`src/rtl/shreg_seq_pkg.sv`:
```
// Shared definitions for the shift register sequencer.
// Holds the register mode / command op codes, the shift direction
// constants and the sequencer FSM state encoding.
package shreg_seq_pkg;

    // Register mode codes, also used as command op codes.
    localparam logic [1:0] SHIFT      = 2'b00;
    localparam logic [1:0] CIRC_SHIFT = 2'b01;
    localparam logic [1:0] PARA_LOAD  = 2'b10;
    localparam logic [1:0] CLEAR      = 2'b11;

    // Shift direction.
    localparam logic LEFT  = 1'b0;
    localparam logic RIGHT = 1'b1;

    typedef enum logic [2:0] {
        ST_IDLE    = 3'd0,
        ST_LOAD    = 3'd1,
        ST_SHIFT   = 3'd2,
        ST_CAPTURE = 3'd3,
        ST_FINISH  = 3'd4
    } seq_state_e;

endpackage

```
`src/rtl/shreg_seq_counter.sv`:
```
// 3-bit loadable down counter timing the SHIFT state.
// A load value of 0 runs for 8 decrements (0,7,6,...,1); last is high
// while the count sits at 1, i.e. during the final SHIFT cycle.
// Ports: clk, rst_n (async low), load/load_val (preset), dec (count
// down one), last (final cycle flag).
module shreg_seq_counter (
    input  logic       clk,
    input  logic       rst_n,
    input  logic       load,
    input  logic [2:0] load_val,
    input  logic       dec,
    output logic       last
);

    logic [2:0] cnt_q, cnt_d;

    always_comb begin
        cnt_d = cnt_q;
        if (load)
            cnt_d = load_val;
        else if (dec)
            cnt_d = cnt_q - 3'd1;   // 0 wraps to 7, giving 8 cycles
    end

    always_ff @(posedge clk or negedge rst_n) begin
        if (!rst_n) cnt_q <= 3'd0;
        else        cnt_q <= cnt_d;
    end

    assign last = (cnt_q == 3'd1);

endmodule

```
`src/rtl/shift_reg_sequencer.sv`:
```
// Command sequencer driving an external 4-bit shift register.
// Accepts one command (shift, circular shift, parallel load, clear),
// optionally preloads the register, shifts it N times while streaming
// the outgoing bit, captures the register into RESULT and pulses DONE.
// ABORT cancels an active command; register enable drops in the same
// cycle and ABORTED pulses once the FSM is back in IDLE.
// Ports: clk/rst_n; cmd_* handshake and fields; abort; reg_* drive and
// sense the register; ser_bit/ser_valid serial stream; result, done,
// err, aborted status.
// Build option: SHREG_SEQ_CLEAR_EN enables the clear op; otherwise a
// clear command finishes immediately with err=1.
import shreg_seq_pkg::*;

module shift_reg_sequencer (
    input  logic       clk,
    input  logic       rst_n,
    input  logic       cmd_valid,
    output logic       cmd_ready,
    input  logic [1:0] cmd_op,
    input  logic       cmd_dir,
    input  logic [2:0] cmd_count,
    input  logic       cmd_preload,
    input  logic [3:0] cmd_data,
    input  logic       cmd_sin,
    input  logic       abort,
    output logic       reg_enb,
    output logic       reg_dir,
    output logic       reg_s_in,
    output logic [1:0] reg_modo,
    output logic [3:0] reg_d,
    input  logic [3:0] reg_q,
    input  logic       reg_s_out,
    output logic       ser_bit,
    output logic       ser_valid,
    output logic [3:0] result,
    output logic       done,
    output logic       err,
    output logic       aborted
);

    seq_state_e state_q, state_d;
    logic [1:0] op_q, op_d;
    logic       dir_q, dir_d, sin_q, sin_d;
    logic [3:0] data_q, data_d, result_q, result_d;
    logic       err_q, err_d, aborted_q, aborted_d, ready_q;
    logic       cnt_load, cnt_last;
    logic [2:0] cnt_val;
    logic       accept, in_load, in_shift, busy;

    assign accept = cmd_valid && cmd_ready;

    always_comb begin
        state_d   = state_q;
        op_d      = op_q;
        dir_d     = dir_q;
        sin_d     = sin_q;
        data_d    = data_q;
        result_d  = result_q;
        err_d     = err_q;
        aborted_d = 1'b0;
        cnt_load  = 1'b0;
        cnt_val   = cmd_count;
        case (state_q)
            ST_IDLE: if (accept) begin
                op_d     = cmd_op;
                dir_d    = cmd_dir;
                sin_d    = cmd_sin;
                data_d   = cmd_data;
                err_d    = 1'b0;
                cnt_load = 1'b1;
                case (cmd_op)
                    SHIFT, CIRC_SHIFT: state_d = cmd_preload ? ST_LOAD : ST_SHIFT;
                    PARA_LOAD:         state_d = ST_LOAD;
                    default: begin
`ifdef SHREG_SEQ_CLEAR_EN
                        // Clear is a single SHIFT-state cycle in mode 11.
                        state_d = ST_SHIFT;
                        cnt_val = 3'd1;
`else
                        state_d = ST_FINISH;
                        err_d   = 1'b1;
`endif
                    end
                endcase
            end
            ST_LOAD: begin
                if (abort) begin
                    state_d   = ST_IDLE;
                    aborted_d = 1'b1;
                end else begin
                    state_d = (op_q == PARA_LOAD) ? ST_CAPTURE : ST_SHIFT;
                end
            end
            ST_SHIFT: begin
                if (abort) begin
                    state_d   = ST_IDLE;
                    aborted_d = 1'b1;
                end else if (cnt_last) begin
                    state_d = ST_CAPTURE;
                end
            end
            ST_CAPTURE: begin
                if (abort) begin
                    state_d   = ST_IDLE;
                    aborted_d = 1'b1;
                end else begin
                    result_d = reg_q;
                    state_d  = ST_FINISH;
                end
            end
            ST_FINISH: state_d = ST_IDLE;
            default:   state_d = ST_IDLE;
        endcase
    end

    always_ff @(posedge clk or negedge rst_n) begin
        if (!rst_n) begin
            state_q   <= ST_IDLE;
            op_q      <= 2'b00;
            dir_q     <= 1'b0;
            sin_q     <= 1'b0;
            data_q    <= 4'b0000;
            result_q  <= 4'b0000;
            err_q     <= 1'b0;
            aborted_q <= 1'b0;
            ready_q   <= 1'b0;
        end else begin
            state_q   <= state_d;
            op_q      <= op_d;
            dir_q     <= dir_d;
            sin_q     <= sin_d;
            data_q    <= data_d;
            result_q  <= result_d;
            err_q     <= err_d;
            aborted_q <= aborted_d;
            ready_q   <= 1'b1;   // holds ready low until the first clock after reset
        end
    end

    shreg_seq_counter u_cnt (
        .clk      (clk),
        .rst_n    (rst_n),
        .load     (cnt_load),
        .load_val (cnt_val),
        .dec      (in_shift),
        .last     (cnt_last)
    );

    // Output decode from the state flop; abort gates the enable
    // combinationally so the register never moves in an aborted cycle.
    assign in_load   = (state_q == ST_LOAD);
    assign in_shift  = (state_q == ST_SHIFT);
    assign busy      = (state_q != ST_IDLE);
    assign reg_enb   = (in_load || in_shift) && !abort;
    assign reg_modo  = in_load ? PARA_LOAD : (in_shift ? op_q : SHIFT);
    assign reg_d     = in_load ? data_q : 4'b0000;
    assign reg_dir   = busy && dir_q;
    assign reg_s_in  = busy && sin_q;
    assign ser_valid = in_shift && !abort;
    assign ser_bit   = ser_valid && reg_s_out;
    assign cmd_ready = ready_q && (state_q == ST_IDLE);
    assign done      = (state_q == ST_FINISH);
    assign err       = (state_q == ST_FINISH) && err_q;
    assign aborted   = aborted_q;
    assign result    = result_q;

endmodule

```
`config.mk`:
```
export PLATFORM = sky130hd
export DESIGN_NAME = shift_reg_sequencer
export DESIGN_NICKNAME = d
export VERILOG_FILES = /design/src/rtl/shreg_seq_pkg.sv /design/src/rtl/shreg_seq_counter.sv /design/src/rtl/shift_reg_sequencer.sv
export SDC_FILE = /design/constraint.sdc
export NUM_CORES = 1
export LEC_CHECK = 0
export CAP_MARGIN = 20
export CORE_ASPECT_RATIO = 1.4
export CORE_MARGIN = 2
export CORE_UTILIZATION = 40
export DETAILED_ROUTE_END_ITERATION = 10
export PLACE_DENSITY = 0.79
export SKIP_CTS_REPAIR_TIMING = 1
export SLEW_MARGIN = 0
export SYNTH_ARGS = -nofsm -noshare
export SYNTH_HDL_FRONTEND = slang
export SYNTH_SLANG_ARGS = --single-unit
```
`constraint.sdc`:
```
create_clock -name clk -period 1.43 [get_ports clk]
set_input_delay 0.429 -clock clk [delete_from_list [all_inputs] [get_ports clk]]
set_output_delay 0.429 -clock clk [all_outputs]
set_load 0.02 [all_outputs]
```
==> run_results.csv, run 1 <==
group,metric,value,unit
timing,period_share,1.37,
synthesis,synth-adder-area-share,0.0221,
synthesis,synth_top_family_by_area,"simple AND/OR/NAND/NOR gates",
clock_tree,cts_tree,"done",
critical_path,end_kind,"output pin",
critical_path,crit_path_cell_trace,"buf_6, nor4b_4, and2_1, buf_6",
synthesis,postSynthAreaPerCell,12.5,um2
cells_and_area,diodes,0,
cells_and_area,mostFrequentLayoutCells,"22 x buf_4, 20 x dfrtp_1, 20 x clkdlybuf4s50_1",
grt,top_usage_layer,"met2",
clock_tree,clk_pin_slew,120,ps
clock_tree,cts_buffers,3,
place,dp_hpwl,2100,um
outcome,outcome,"finished with violations",
cells_and_area,syn_to_final_growth,68.8,%
clock_tree,cts_sinks,21,
synthesis,synth_seq_area_share,0.463,
routing,drcViolationCount,0,
timing,slew_viol_final,0,
floorplanning,start_util,0.425,
routing,wl_per_cell,15.0,um
floorplanning,die-area,3280,um2
grt,grt_antenna_before_repair,0,
synthesis,syn_inst,91,
grt,gr-usage-met3,0.0314,
synthesis,ys_types,34,
synthesis,synth_edf_count,0,
synthesis,synth-xor-area-share,0.0232,
routing,drt_iter0_drc,22,
clock_tree,clock_path_buffers,2,
clock_tree,clock_latency,320,ps
critical_path,crit_path_frequent_cell,"buf_6",
synthesis,synth-async-reset-ratio,1.00,
synthesis,yosys.area_share.simple,0.203,
pwr,leakagePower,0.990,nW
critical_path,cp_slowest_stage_delay,440,ps
synthesis,yosys_register_bits,21,
grt,gr-usage-met2,0.330,
synthesis,synth-compound-area-share,0.0728,
clock_tree,cts-root-buf,"clkbuf_4",
routing,via_per_inst,4.96,
critical_path,crit_required,1000,ps
floorplanning,ios,40,
place,place_congestion,0.811,
synthesis,muxShareOfSynthArea,0.152,
job,drv_cap,0,
routing,vias,968,
worst_hold_path,hp-class,"in -> async",
floorplanning,chipHeight,67.0,um
routing,routed_wl,2930,um
timing,fmax,0.511,GHz
grt,grt_pass1_wl,4420,um
grt,met1_usage,0.195,
pwr,max-vdd-ir-drop,1.42,mV
timing,fin_ws,-529,ps
synthesis,synth_area,1130,um2
pwr,power_density,1880,nW/um2
cells_and_area,drive_above_1_share,0.509,
timing,fin_skew,6.46,ps
routing,ant_nets,0,
grt,first_global_vias,1007,
floorplanning,die_w,49.0,um
timing,rsz0062_at_grt,"true",
timing,period_needed,1960,ps
synthesis,synth_ff_type,"dfrtp_1",
floorplanning,rows,22,
timing,finalSetupViolCount,31,
cells_and_area,fin_nets,183,
grt,track_usage,0.179,
pwr,totalPowerFinal,0.00360,W
outcome,violations,"setup timing",
cells_and_area,final_common_cell,"buf_4",
place,place.port_buffers,39,
timing,hold_slack,429,ps
critical_path,rr_worst_depth,6,
critical_path,arrival,1530,ps
grt,overflow,0,
critical_path,crit_slowest_cell,"dfrtp_1",
timing,hold_viol,0,
routing,drt_pass1_iterations,4,
synthesis,syn_nets,114,
critical_path,start_kind,"register",
critical_path,critPathKind,"reg -> out",
critical_path,critPathMaxFanout,4,
clock_tree,h-tree-depth,1,
timing,fin_tns_setup,-9930,ps
cells_and_area,nFillCells,203,
floorplanning,core,2670,um2
synthesis,yosys_warnings,0,
grt,grt_max_degree,22,
-- worst paths after layout --
path / start / to / slack, ps
max in group asynchronous: rst_n / state_q[1]$_DFFE_PN0P_ / 770
max reg2reg: state_q[2]$_DFFE_PN0P_ / op_q[0]$_DFFE_PN0P_ / -260
min reg2reg: result[1]$_DFFE_PN0P_ / result[1]$_DFFE_PN0P_ / 520
min in group clk: result[1]$_DFFE_PN0P_ / result[1]$_DFFE_PN0P_ / 520
max: state_q[2]$_DFFE_PN0P_ / ser_bit / -530
min: rst_n / result[3]$_DFFE_PN0P_ / 430
-- cells by family (layout without fill, tap and decap cells) --
group,Yosys count,after routing
and+or+nand+nor,31,32
DFF,21,21
muxes,13,13
AOI/OAI and AO/OA,12,12
buffers and inverters,8,75
xor gates and xnor gates,3,3
adders and majority gates,2,2
other,1,1
-- final cells by class --
type / count / area (um2) / share of cell area
Multi-Input combinational cell: 63 / 653 / 0.341
Timing Repair Buffer: 67 / 648 / 0.338
Sequential cell: 21 / 527 / 0.275
Tap cell: 36 / 45.0 / 0.0235
Clock buffer: 3 / 22.5 / 0.0118
Inverter: 4 / 15.0 / 0.00784
Clock inverter: 1 / 5.00 / 0.00261
-- metal layers --
metal / vias up / part of all wire
met3: 5 / 0.053
li1: 450 / -
met4: 0 / 0.019
met2: 41 / 0.54
met1: 472 / 0.38
met5: - / 0
-- worst max-delay path: cells and delay by family, from the launching register on --
kind,cells,cell delay (ps)
simple gates,2,520
flops,1,440
buf+inv,2,260
-- Yosys cell counts (2+ instances only) --
| library cell | n | area, um2 |
|---|---|---|
| dfrtp_1 | 21 | 526 |
| and2_1 | 10 | 62.6 |
| mux2_4 | 7 | 105 |
| mux2_2 | 6 | 67.6 |
| inv_1 | 4 | 15.0 |
| buf_6 | 3 | 33.8 |
| nor2_1 | 3 | 11.3 |
| xnor2_1 | 3 | 26.3 |
| a21o_1 | 2 | 15.0 |
| a21oi_1 | 2 | 10.0 |
| and2b_1 | 2 | 15.0 |
| and4bb_2 | 2 | 25.0 |
| ha_1 | 2 | 25.0 |
| nand3_1 | 2 | 10.0 |
| nor3b_1 | 2 | 15.0 |
| o21ai_0 | 2 | 10.0 |
-- power by group --
group          internal [W]  switching [W]  total (W)  leakage (nW)
clock              0.000105       0.000192   0.000297        0.0177
combinational       0.00134       0.000949    0.00229         0.713
sequential         0.000852       0.000167    0.00102         0.259
total               0.00230        0.00131    0.00360         0.990
-- registers in the layout, indices dropped and copies added, names as in the netlist, 2 cells and up --
register,count
result,4
data_q,4
op_q,2
u_cnt.cnt_q,3
state_q,3
-- through the flow --
step / std cells / util / area [um2] / worst slack, ps
4_1_cts: 189 / 0.648 / 1730 / -1040
5_1_grt: 195 / 0.717 / 1920 / -585
3_3_place_gp: 185 / 0.637 / 1700 / -979
3_5_place_dp: 185 / 0.637 / 1700 / -1040
2_1_floorplan: 91 / - / 1150 / -270
6_report: 195 / 0.717 / 1920 / -529
No activity file was read; power rests on OpenSTA's default activity.
==> run 2, diff against run 1 <==
Settings changed: ABC_CLOCK_PERIOD_IN_PS from default to 1430, PLACE_DENSITY 0.79 to 0.78.
==> run 2 against run 1 <==
Against the previous run:
- the run still ends with setup timing left
- wire length increased by 6.6%
- power increased by 0.58%
- critical path depth unchanged
- register-to-register slack got worse by 20 ps
- flip-flop and latch count unchanged
- critical endpoint unchanged
- final cell count increased by 2.1%
- largest cell class is now buffers
==> run_results.csv, run 2 (synthesized netlist as in run 1, its figures left out) <==
group,metric,value,unit
outcome,outcome,"finished with violations",
outcome,violations,"setup timing",
cells_and_area,diodes,0,
cells_and_area,final_common_cell,"buf_4",
pwr,p_switching,0.00132,W
pwr,leakagePower,0.986,nW
worst_hold_path,hp-class,"in -> async",
cells_and_area,multiInputGateArea,626,um2
clock_tree,cts_sinks,21,
clock_tree,cts-root-buf,"clkbuf_4",
critical_path,arrival,1550,ps
floorplanning,die-area,3280,um2
routing,drt_iter0_drc,11,
timing,slew_viol_final,0,
grt,grt_antenna_before_repair,0,
routing,vias,980,
timing,fin_ws,-551,ps
floorplanning,rows,22,
timing,period_needed,1980,ps
floorplanning,start_util,0.425,
critical_path,critPathKind,"reg -> out",
routing,ant_nets,0,
critical_path,start_kind,"register",
routing,wl_per_cell,15.7,um
grt,grt_pass1_wl,4610,um
cells_and_area,drive_above_1_share,0.485,
pwr,power.share.clock,0.083,
floorplanning,core,2670,um2
grt,grt_max_degree,22,
pwr,seqPwrFrac,0.278,
critical_path,end_kind,"output pin",
timing,fin_skew,1.97,ps
clock_tree,cts_buffers,3,
place,place.port_buffers,39,
clock_tree,clk_pin_slew,120,ps
timing,fin_tns_setup,-10630,ps
place,dp_hpwl,2190,um
cells_and_area,nFillCells,204,
routing,drcViolationCount,0,
cells_and_area,syn_to_final_growth,69.3,%
pwr,power_density,1890,nW/um2
timing,hold_viol,0,
cells_and_area,mostFrequentLayoutCells,"26 x buf_4, 21 x dfrtp_1, 20 x clkdlybuf4s50_1, 20 x buf_6, 13 x mux2_4",
grt,first_global_vias,1045,
cells_and_area,fin_nets,187,
pwr,max-vdd-ir-drop,1.18,mV
place,place_congestion,0.780,
critical_path,crit_required,1000,ps
timing,fmax,0.505,GHz
routing,routed_wl,3120,um
timing,period_share,1.39,
clock_tree,h-tree-depth,1,
clock_tree,cts_tree,"done",
floorplanning,ios,40,
critical_path,critPathMaxFanout,4,
cells_and_area,regArea,526,um2
routing,via_per_inst,4.92,
timing,rsz0062_at_grt,"true",
grt,track_usage,0.185,
pwr,swShare,0.364,
clock_tree,clock_path_buffers,2,
grt,overflow,0,
floorplanning,die_w,49.0,um
timing,finalSetupViolCount,32,
floorplanning,chipHeight,67.0,um
pwr,power_frac_comb,0.639,
job,drv_cap,0,
clock_tree,clock_latency,310,ps
routing,drt_pass1_iterations,4,
pwr,totalPowerFinal,0.00363,W
pwr,internal_power,0.00231,W
==> run 2: changes by cell type in the layout (fill, tap and decap cells not counted), sizes merged <==
cell / delta
dlymetal6s2s: -1
buf: +5
==> run 2: per-stage QoR <==
| step | instances | hold WS (ps) | area [um2] | util | setup WS (ps) |
|---|---|---|---|---|---|
| after floorplan | 91 | 133 | 1150 | - | -270 |
| after global placement | 189 | 481 | 1730 | 0.649 | -977 |
| after detailed placement | 189 | 489 | 1730 | 0.649 | -1070 |
| after CTS | 193 | 441 | 1760 | 0.659 | -1070 |
| after global routing | 199 | 455 | 1920 | 0.720 | -602 |
| final | 199 | 437 | 1920 | 0.720 | -551 |
==> run 2: area by class of cell <==
class / count / share of cell area
tap: 36 / 0.0234
inverter: 4 / 0.00781
timing repair buffer: 71 / 0.355
clock inverter: 1 / 0.00260
clock buffer: 3 / 0.0117
multi-input combinational: 63 / 0.326
sequential: 21 / 0.273
==> run 2: layer usage <==
metal | global-route usage | vias up | wire length (um) | part of all wire
li1 | - | 460 | - | -
met3 | 0.0404 | 8 | 176 | 0.056
met2 | 0.351 | 36 | 1690 | 0.54
met4 | 0.0929 | 0 | 70 | 0.022
met1 | 0.190 | 476 | 1180 | 0.38
met5 | 0 | - | 0 | 0
==> run 2: worst max-delay path, cell delays in order (launching register included) <==
cell and delay, ps:
dfrtp_1 450, buf_6 150, nor4b_4 330, and2_4 200
buf_6 110
==> run 2: worst paths after layout <==
kind	startpoint	end	slack, ps	cells after the start
min in group clk	data_q[3]$_DFFE_PN0P_	data_q[3]$_DFFE_PN0P_	520	1
hold reg to reg	data_q[3]$_DFFE_PN0P_	data_q[3]$_DFFE_PN0P_	520	1
max in group asynchronous	rst_n	u_cnt.cnt_q[1]$_DFFE_PN0P_	780	2
setup reg to reg	state_q[2]$_DFFE_PN0P_	result[0]$_DFFE_PN0P_	-280	6
hold / removal	rst_n	data_q[1]$_DFFE_PN0P_	440	2
setup / recovery	state_q[2]$_DFFE_PN0P_	ser_bit	-550	4
==> run 2: power groups by stage <==
stage	sequential (W)	combinational, W	clock (W)
4_1_cts	0.000988	0.00197	0.000301
3_3_place_gp	0.000981	0.00189	0
6_report	0.00101	0.00232	0.000302
2_1_floorplan	0.00104	0.00107	0
5_1_grt	0.00104	0.00247	0.000325
3_5_place_dp	0.00100	0.00195	0
